==> config.mk <==
export PLATFORM = sky130hd
export DESIGN_NAME = step_clk_gen
export DESIGN_NICKNAME = d
export VERILOG_FILES = /design/src/rtl/step_clk_gen.sv
export SDC_FILE = /design/constraint.sdc
export NUM_CORES = 1
export LEC_CHECK = 0
export ABC_AREA = 1
export CAP_MARGIN = 20
export CORE_MARGIN = 3
export CORE_UTILIZATION = 55
export DETAILED_ROUTE_END_ITERATION = 12
export GPL_ROUTABILITY_DRIVEN = 0
export GPL_TIMING_DRIVEN = 0
export HOLD_SLACK_MARGIN = 0.1
export PLACE_DENSITY = 0.76
export SKIP_CTS_REPAIR_TIMING = 1
export SLEW_MARGIN = 15
export SYNTH_ARGS = -nofsm -noshare
export SYNTH_HDL_FRONTEND = slang
export SYNTH_SLANG_ARGS = --single-unit
==> constraint.sdc <==
create_clock -name raw_clk -period 2.4 [get_ports raw_clk]
set_clock_uncertainty 0.15 [all_clocks]
set_input_delay 0.36 -clock raw_clk [delete_from_list [all_inputs] [get_ports raw_clk]]
set_output_delay 0.36 -clock raw_clk [all_outputs]
set_load 0.01 [all_outputs]
==> src/rtl/step_clk_gen.sv <==
// Single-step clock front end: synchronises and debounces the step button and
// the mode switch, and turns each accepted press into one fixed-width
// manual_clk pulse for the CPU clock controller.

// Two-flop synchroniser for one asynchronous input.
module step_clk_sync (
  input  logic raw_clk,
  input  logic rst,
  input  logic d,
  output logic q
);
  logic meta;

  // First flop may go metastable; the second gives it a full cycle to settle.
  always_ff @(posedge raw_clk or negedge rst) begin
    if (!rst) begin
      meta <= 1'b0;
      q    <= 1'b0;
    end else begin
      meta <= d;
      q    <= meta;
    end
  end
endmodule

module step_clk_gen #(
  parameter int DEBOUNCE_CYCLES = 500000,
  parameter int PULSE_CYCLES    = 1000
) (
  input  logic        raw_clk,
  input  logic        rst,
  input  logic        btn,
  input  logic        mode_sw,
  output logic        manual_clk,
  output logic        auto_en,
  output logic        busy,
  output logic [15:0] step_count
);
  localparam int NUM_SYNC = 2;
  localparam logic [31:0] DB_LAST    = 32'(DEBOUNCE_CYCLES - 1);
  localparam logic [31:0] PULSE_LAST = 32'(PULSE_CYCLES - 1);

  typedef enum logic [2:0] {
    IDLE,
    PRESS_DB,
    PULSE,
    HOLD,
    RELEASE_DB
  } state_t;

  // bit 0 = button, bit 1 = mode switch
  logic [NUM_SYNC-1:0] raw_in;
  logic [NUM_SYNC-1:0] sync_q;
  logic                btn_s;
  logic                mode_s;

  assign raw_in = {mode_sw, btn};
  assign btn_s  = sync_q[0];
  assign mode_s = sync_q[1];

  genvar gi;
  generate
    for (gi = 0; gi < NUM_SYNC; gi++) begin : g_sync
      step_clk_sync u_sync (
        .raw_clk (raw_clk),
        .rst     (rst),
        .d       (raw_in[gi]),
        .q       (sync_q[gi])
      );
    end
  endgenerate

  // ---------------------------------------------------------------------------
  // Mode switch debounce
  // ---------------------------------------------------------------------------
  logic [31:0] mcnt;
  logic        auto_en_q;

  // Count consecutive cycles where the synchronised switch disagrees with the
  // accepted level; any agreement restarts the count, so short glitches die.
  always_ff @(posedge raw_clk or negedge rst) begin
    if (!rst) begin
      mcnt      <= '0;
      auto_en_q <= 1'b0;
    end else if (mode_s == auto_en_q) begin
      mcnt <= '0;
    end else if (mcnt == DB_LAST) begin
      mcnt      <= '0;
      auto_en_q <= ~auto_en_q;
    end else begin
      mcnt <= mcnt + 32'd1;
    end
  end

  // ---------------------------------------------------------------------------
  // Button FSM
  // ---------------------------------------------------------------------------
  state_t      state_q, state_d;
  logic [31:0] cnt_q, cnt_d;
  logic        mclk_q, mclk_d;
  logic        busy_q;
  logic        step_inc;
  logic [15:0] step_count_q;

  // Next-state: press debounce, fixed-width pulse, then a debounced release
  // before the next press can be seen. The pulse phase ignores the button
  // and the mode so it always runs to full width.
  always_comb begin
    state_d  = state_q;
    cnt_d    = cnt_q;
    mclk_d   = mclk_q;
    step_inc = 1'b0;
    case (state_q)
      IDLE: begin
        mclk_d = 1'b0;
        if (btn_s && auto_en_q) begin
          state_d = PRESS_DB;
          cnt_d   = '0;
        end
      end
      PRESS_DB: begin
        if (!btn_s) begin
          state_d = IDLE;
          cnt_d   = '0;
        end else if (cnt_q == DB_LAST) begin
          state_d  = PULSE;
          cnt_d    = '0;
          mclk_d   = 1'b1;
          step_inc = 1'b1;
        end else begin
          cnt_d = cnt_q + 32'd1;
        end
      end
      PULSE: begin
        if (cnt_q == PULSE_LAST) begin
          state_d = HOLD;
          cnt_d   = '0;
          mclk_d  = 1'b0;
        end else begin
          cnt_d  = cnt_q + 32'd1;
          mclk_d = 1'b1;
        end
      end
      HOLD: begin
        mclk_d = 1'b0;
        if (!btn_s) begin
          state_d = RELEASE_DB;
          cnt_d   = '0;
        end
      end
      RELEASE_DB: begin
        mclk_d = 1'b0;
        if (btn_s) begin
          state_d = HOLD;
        end else if (cnt_q == DB_LAST) begin
          state_d = IDLE;
          cnt_d   = '0;
        end else begin
          cnt_d = cnt_q + 32'd1;
        end
      end
      default: begin
        state_d = IDLE;
        cnt_d   = '0;
        mclk_d  = 1'b0;
      end
    endcase
  end

  // State, counter and registered outputs; busy is derived from the next
  // state so it lines up exactly with the state register.
  always_ff @(posedge raw_clk or negedge rst) begin
    if (!rst) begin
      state_q      <= IDLE;
      cnt_q        <= '0;
      mclk_q       <= 1'b0;
      busy_q       <= 1'b0;
      step_count_q <= '0;
    end else begin
      state_q      <= state_d;
      cnt_q        <= cnt_d;
      mclk_q       <= mclk_d;
      busy_q       <= (state_d != IDLE);
      step_count_q <= step_count_q + 16'(step_inc);
    end
  end

  assign manual_clk = mclk_q;
  assign auto_en    = auto_en_q;
  assign busy       = busy_q;
  assign step_count = step_count_q;
endmodule

Word level (Yosys, flattened, before mapping)
Cells that the tools add are included.
{"block": "op_classes", "add_sub_neg": 3, "multipliers": 0, "div": 0, "magnitude_cmp": 0, "eq_ne": 13, "shifts": 0, "n_mux": 24, "bitwise_logic": 2, "n_reduce_logical": 6}
{"operator": "32-bit 2-to-1 mux", "n": 8}
{"operator": "32-bit case mux with 5 select lines", "n": 1}
{"operator": "32-bit by 1-bit adder with 32-bit output (second input constant)", "n": 2}
{"operator": "32-bit by 19-bit equality test with 1-bit output (second input constant)", "n": 2}
{"operator": "32-bit by 10-bit equality test with 1-bit output (second input constant)", "n": 1}
{"operator": "3-bit 2-to-1 mux", "n": 7}
{"operator": "16-bit by 1-bit adder with 16-bit output", "n": 1}
{"operator": "3-bit case mux with 5 select lines", "n": 1}
{"operator": "2-bit inequality test (second input constant)", "n": 4}
{"operator": "3-bit by 2-bit equality test with 1-bit output (second input constant)", "n": 2}
{"operator": "1-bit 2-to-1 mux", "n": 6}
{"operator": "2-bit AND reduction", "n": 2}
{"operator": "3-bit by 1-bit equality test with 1-bit output (second input constant)", "n": 1}
{"operator": "3-bit equality test (second input constant)", "n": 1}
{"operator": "3-bit logical NOT", "n": 1}
{"operator": "3-bit AND reduction", "n": 1}
{"operator": "3-bit nonzero test", "n": 1}
{"operator": "2-bit by 1-bit inequality test with 1-bit output (second input constant)", "n": 1}
{"operator": "1-bit NOT", "n": 2}
{"operator": "1-bit case mux with 2 select lines", "n": 1}
{"operator": "1-bit equality test", "n": 1}
{"operator": "1-bit logical AND", "n": 1}
{"block": "totals", "regBits": 90, "latch_bits": 0, "ram_bits": 0, "mem_bits_ro": 0, "input_bits": 4, "out_inout_bits": 19, "elab_cells": 59, "n_memories": 0}

Longest topological paths before layout
{"block": "depth", "word_depth": 5, "ltp_mapped": 15, "depth_no_buf": 15}

Cells and area by module
A second synthesis with hierarchy kept.
{"block": "hier_totals", "cells_unflattened": 755, "hier_area_um2": 5368.9}
{"module": "step_clk_gen", "n_inst": 1, "cells_per_inst": 751, "area_each_um2": 5268.8, "seq_area_each_um2": 2152.1}
{"module": "step_clk_sync", "n_inst": 2, "cells_per_inst": 2, "area_each_um2": 50.0, "seq_area_each_um2": 50.0}

Worst setup path before layout
Ideal clock, no wire load.
{"block": "synth_path", "kind": "register -> register", "start": "register cnt_q[0]", "end": "register step_count_q[12], in the netlist step_count[12]", "setup_ps": 126, "arrival_ps": 2387, "required_time_ps": 2124, "slack_ps": -263, "stages_incl_launch_ff": 16, "n_path_buf": 0, "synth_period_minus_slack_ps": 2663, "path_cell_list": "dfrtp_1 -> ha_1 -> nand2_2 -> nor2_2 -> nand3_2 -> nor2_4 -> nand4_1 -> inv_1 -> ha_1 -> ha_1 -> nand3_1 -> nor3_1 -> nand3_1 -> nor2_1 -> nand3_1 -> xnor2_1"}
{"block": "synth_via", "elab_chain_cells": 5}
{"item": "from (decl)", "line": "99", "text": "logic [31:0] cnt_q, cnt_d;"}
{"item": "from (signal assigned)", "line": "181", "text": "cnt_q <= cnt_d;"}
{"item": "32-bit by 19-bit equality test with 1-bit output", "line": "125", "text": "end else if (cnt_q == DB_LAST) begin"}
{"item": "1-bit 2-to-1 mux", "line": "125"}
{"item": "1-bit 2-to-1 mux", "line": "122", "text": "if (!btn_s) begin"}
{"item": "1-bit 2-to-1 mux", "line": "113", "text": "case (state_q)"}
{"item": "16-bit by 1-bit adder with 16-bit output", "line": "184", "text": "step_count_q <= step_count_q + 16'(step_inc);"}
{"item": "to (signal assigned)", "line": "184"}
{"item": "to (decl)", "line": "103", "text": "logic [15:0] step_count_q;"}
No other way between the ends.
A chain may end at the register's enable or synchronous reset.

Worst setup path in the final report
{"block": "layout_path", "start": "register cnt_q[1]", "end": "register step_count_q[10], in the netlist step_count[10]"}
The elaborated chain is that of the path after synthesis.

==> impl_metrics.yaml <==
setup_path:
  crit_path_start_kind: "register"
  r2r_slack_ns: -0.27
  critPathMaxFanout: 4
  cp.required_ns: 2.52
  path_class: "reg -> reg"
  crit_arrival_ns: 2.78
  end_kind: "register"
sta:
  slew_headroom_pct: 61.6
  finalCritPeriodShare_pct: 111
  rsz0062_at_grt: "yes"
  finalSetupViolations: 11
  holdWs_ns: 0.209
  timing.final.ws_setup_ns: -0.265
  setup_tns_ns: -1.61
  final_hold_viol_count: 0
  fmax_mhz: 375
  post-route-min-period_ns: 2.67
  worst_pin_slew_ns: 0.576
  timing.final.max_slew_violations: 0
finish:
  fin_nets: 809
  seqCellArea_um2: 2250
  stdcell_area_um2: 6340
  drive_above_1_share_pct: 13.9
  fillers: 821
  area_delta_synth_final_pct: 15.6
  final_cells: 935
  num_antenna_cells: 0
  multiInputGateArea_um2: 2920
die:
  die_h_um: 106
  row_count: 35
  start_util_pct: 58.0
  die_area_um2: 11200
  dieWidth_um: 106
  fp.coreArea_um2: 9460
  io_pins: 23
grt:
  use_met2_pct: 41.8
  grt_pass1_vias: 4871
  top_usage_layer: "met2"
  overflow: 0
  antenna_found_initial: 0
  gr-usage-all-layers_pct: 24.2
  grt_pass1_wl_mm: 22.0
  gr-usage-met1_pct: 29.6
  use_met3_pct: 4.31
  grt_max_degree: 49
clock_network:
  clk_latency_ns: 0.38
  cts_max_level: 3
  clockRootBuffer: "clkbuf_8"
  cts_tree: "done"
  clock_tree.buffer_depth: 2
  path_clk_slew_ns: 0.10
  cts_made_buffers: 9
  cts_sinks: 90
synth:
  synth_ff_type: "dfrtp_1"
  syn_area_um2: 5490
  avgSynthCellArea_um2: 7.28
  ys_ff_latch: 90
  synth_edf_count: 0
  yosysTopAreaCell: "dfrtp_1"
  syn_inst: 754
  yosysMostFrequentCell: "nand2_1"
  ys_types: 36
  yosysWarnings: 0
  synthArstFlopShare_pct: 100
  syn_nets: 762
  synth_area_leaders: "dfrtp_1, nand2_1, nor2_1, inv_1, nand3_1"
  synthTopCellsByCount: "nand2_1, nor2_1, dfrtp_1"
  netlist.area_leader.share_pct: 41.0
  synth-seq-area-share_pct: 41.0
pwr:
  p_total_mw: 2.73
  power_density_nw_per_um2: 431
  vdd_drop_max_mv: 0.415
  p_leak_nw: 2.99
place:
  dpl_cell_area_um2: 5940
  dpl.hpwl_mm: 9.72
  portBuffers: 22
  placed_cells_incl_taps: 906
drt:
  routed_wl_mm: 13.2
  viasPerCell: 5.34
  drc_errors: 0
  initialDrtViolationCount: 322
  drtAntennaViolNets: 0
  dr.pass1.iters: 6
  num_vias: 4995
  routedWlPerCell_um: 14.1
job:
  maxCapViolCount: 0
run_status:
  outcome: "complete, but fails checks"
  violations: "setup timing"
worst_hold_path:
  hp-class: "reg -> reg"
[metrics by stage]
| step | worst slack (ns) | utilization, % |
|---|---|---|
| after floorplan | -0.0933 | - |
| after global placement | -2.51 | 62.6 |
| after detailed placement | -0.446 | 62.8 |
| after CTS | -0.453 | 65.2 |
| after global routing | -0.371 | 67.1 |
| final | -0.265 | 67.1 |
[power breakdown]
| part | internal [mW] | switching, mW | total (mW) |
|---|---|---|---|
| Combinational | 0.0147 | 0.0460 | 0.0607 |
| Clock | 0.512 | 0.633 | 1.14 |
| Sequential | 1.52 | 0.00482 | 1.53 |
[worst max-delay path: stages, from the launching register on]
cell and delay, ns:
dfrtp_1 0.44, ha_4 0.20, nand2_4 0.07, nor2_4 0.12
nand3_2 0.08, nor2_4 0.15, nand4_1 0.20, inv_2 0.13
ha_4 0.16, ha_4 0.15, nand3_4 0.09, nor3_4 0.18
nand3_2 0.13, nor2_4 0.11, nand2_1 0.07, xnor2_1 0.13
[final timing paths]
path,to,depth (start not counted),startpoint
worst min register to register,g_sync[0].u_sync.q$_DFF_PN0_,0,g_sync[0].u_sync.meta$_DFF_PN0_
worst max register to register,step_count[10]$_DFF_PN0_,15,cnt_q[1]$_DFFE_PN0P_
worst max-delay path,step_count[10]$_DFF_PN0_,15,cnt_q[1]$_DFFE_PN0P_
min in group asynchronous,mcnt[12]$_DFF_PN0_,2,rst
worst min-delay path,g_sync[0].u_sync.q$_DFF_PN0_,0,g_sync[0].u_sync.meta$_DFF_PN0_
max in group asynchronous,mcnt[15]$_DFF_PN0_,3,rst
[layout make-up]
type | instances | area share [%]
Buffer | 7 | 0.848
Tap cell | 129 | 2.54
Timing Repair Buffer | 36 | 5.44
Clock buffer | 9 | 1.95
Sequential cell | 90 | 35.5
Clock inverter | 7 | 1.50
Multi-Input combinational cell | 554 | 46.1
Inverter | 103 | 6.09
[placed cells by master (no fill, tap or decap), types with 8 or more instances in the layout]
| cell | synthesis | routed |
|---|---|---|
| nand2_1 | 200 | 199 |
| nor2_1 | 122 | 117 |
| dfrtp_1 | 90 | 89 |
| inv_1 | 89 | 88 |
| nand3_1 | 56 | 52 |
| xor2_1 | 31 | 31 |
| nor3_1 | 31 | 30 |
| nand4_1 | 23 | 23 |
| clkdlybuf4s50_1 | 0 | 21 |
| nor2_2 | 18 | 18 |
| inv_2 | 14 | 15 |
| buf_4 | 0 | 13 |
| xnor2_1 | 10 | 10 |
| o21ai_1 | 9 | 9 |
| clkbuf_8 | 0 | 9 |
| nand2_2 | 8 | 8 |
[flip-flops by register name, indices dropped and copies added (netlist names)]
signal / count
busy: 1
mcnt: 32
auto_en: 1
step_count: 16
g_sync.u_sync.meta: 2
manual_clk: 1
state_q: 3
g_sync.u_sync.q: 2
cnt_q: 32
[metal layers]
| metal | vias up | wire [um] |
|---|---|---|
| li1 | 2470 | - |
| met1 | 2348 | 5490 |
| met2 | 140 | 6670 |
| met3 | 37 | 605 |
| met4 | 0 | 437 |
| met5 | - | 0 |
[cells by family after synthesis]
kind of cell	Yosys count	synth area share [%]
AND/OR/NAND/NOR	487	41.3
buffers and inverters	110	8.02
flip-flops	90	41.0
XOR/XNOR	41	6.54
AO/OA/AOI/OAI	22	2.14
adder cells (fa/ha/maj)	4	0.912
No activity file was read; power rests on OpenSTA's default activity.
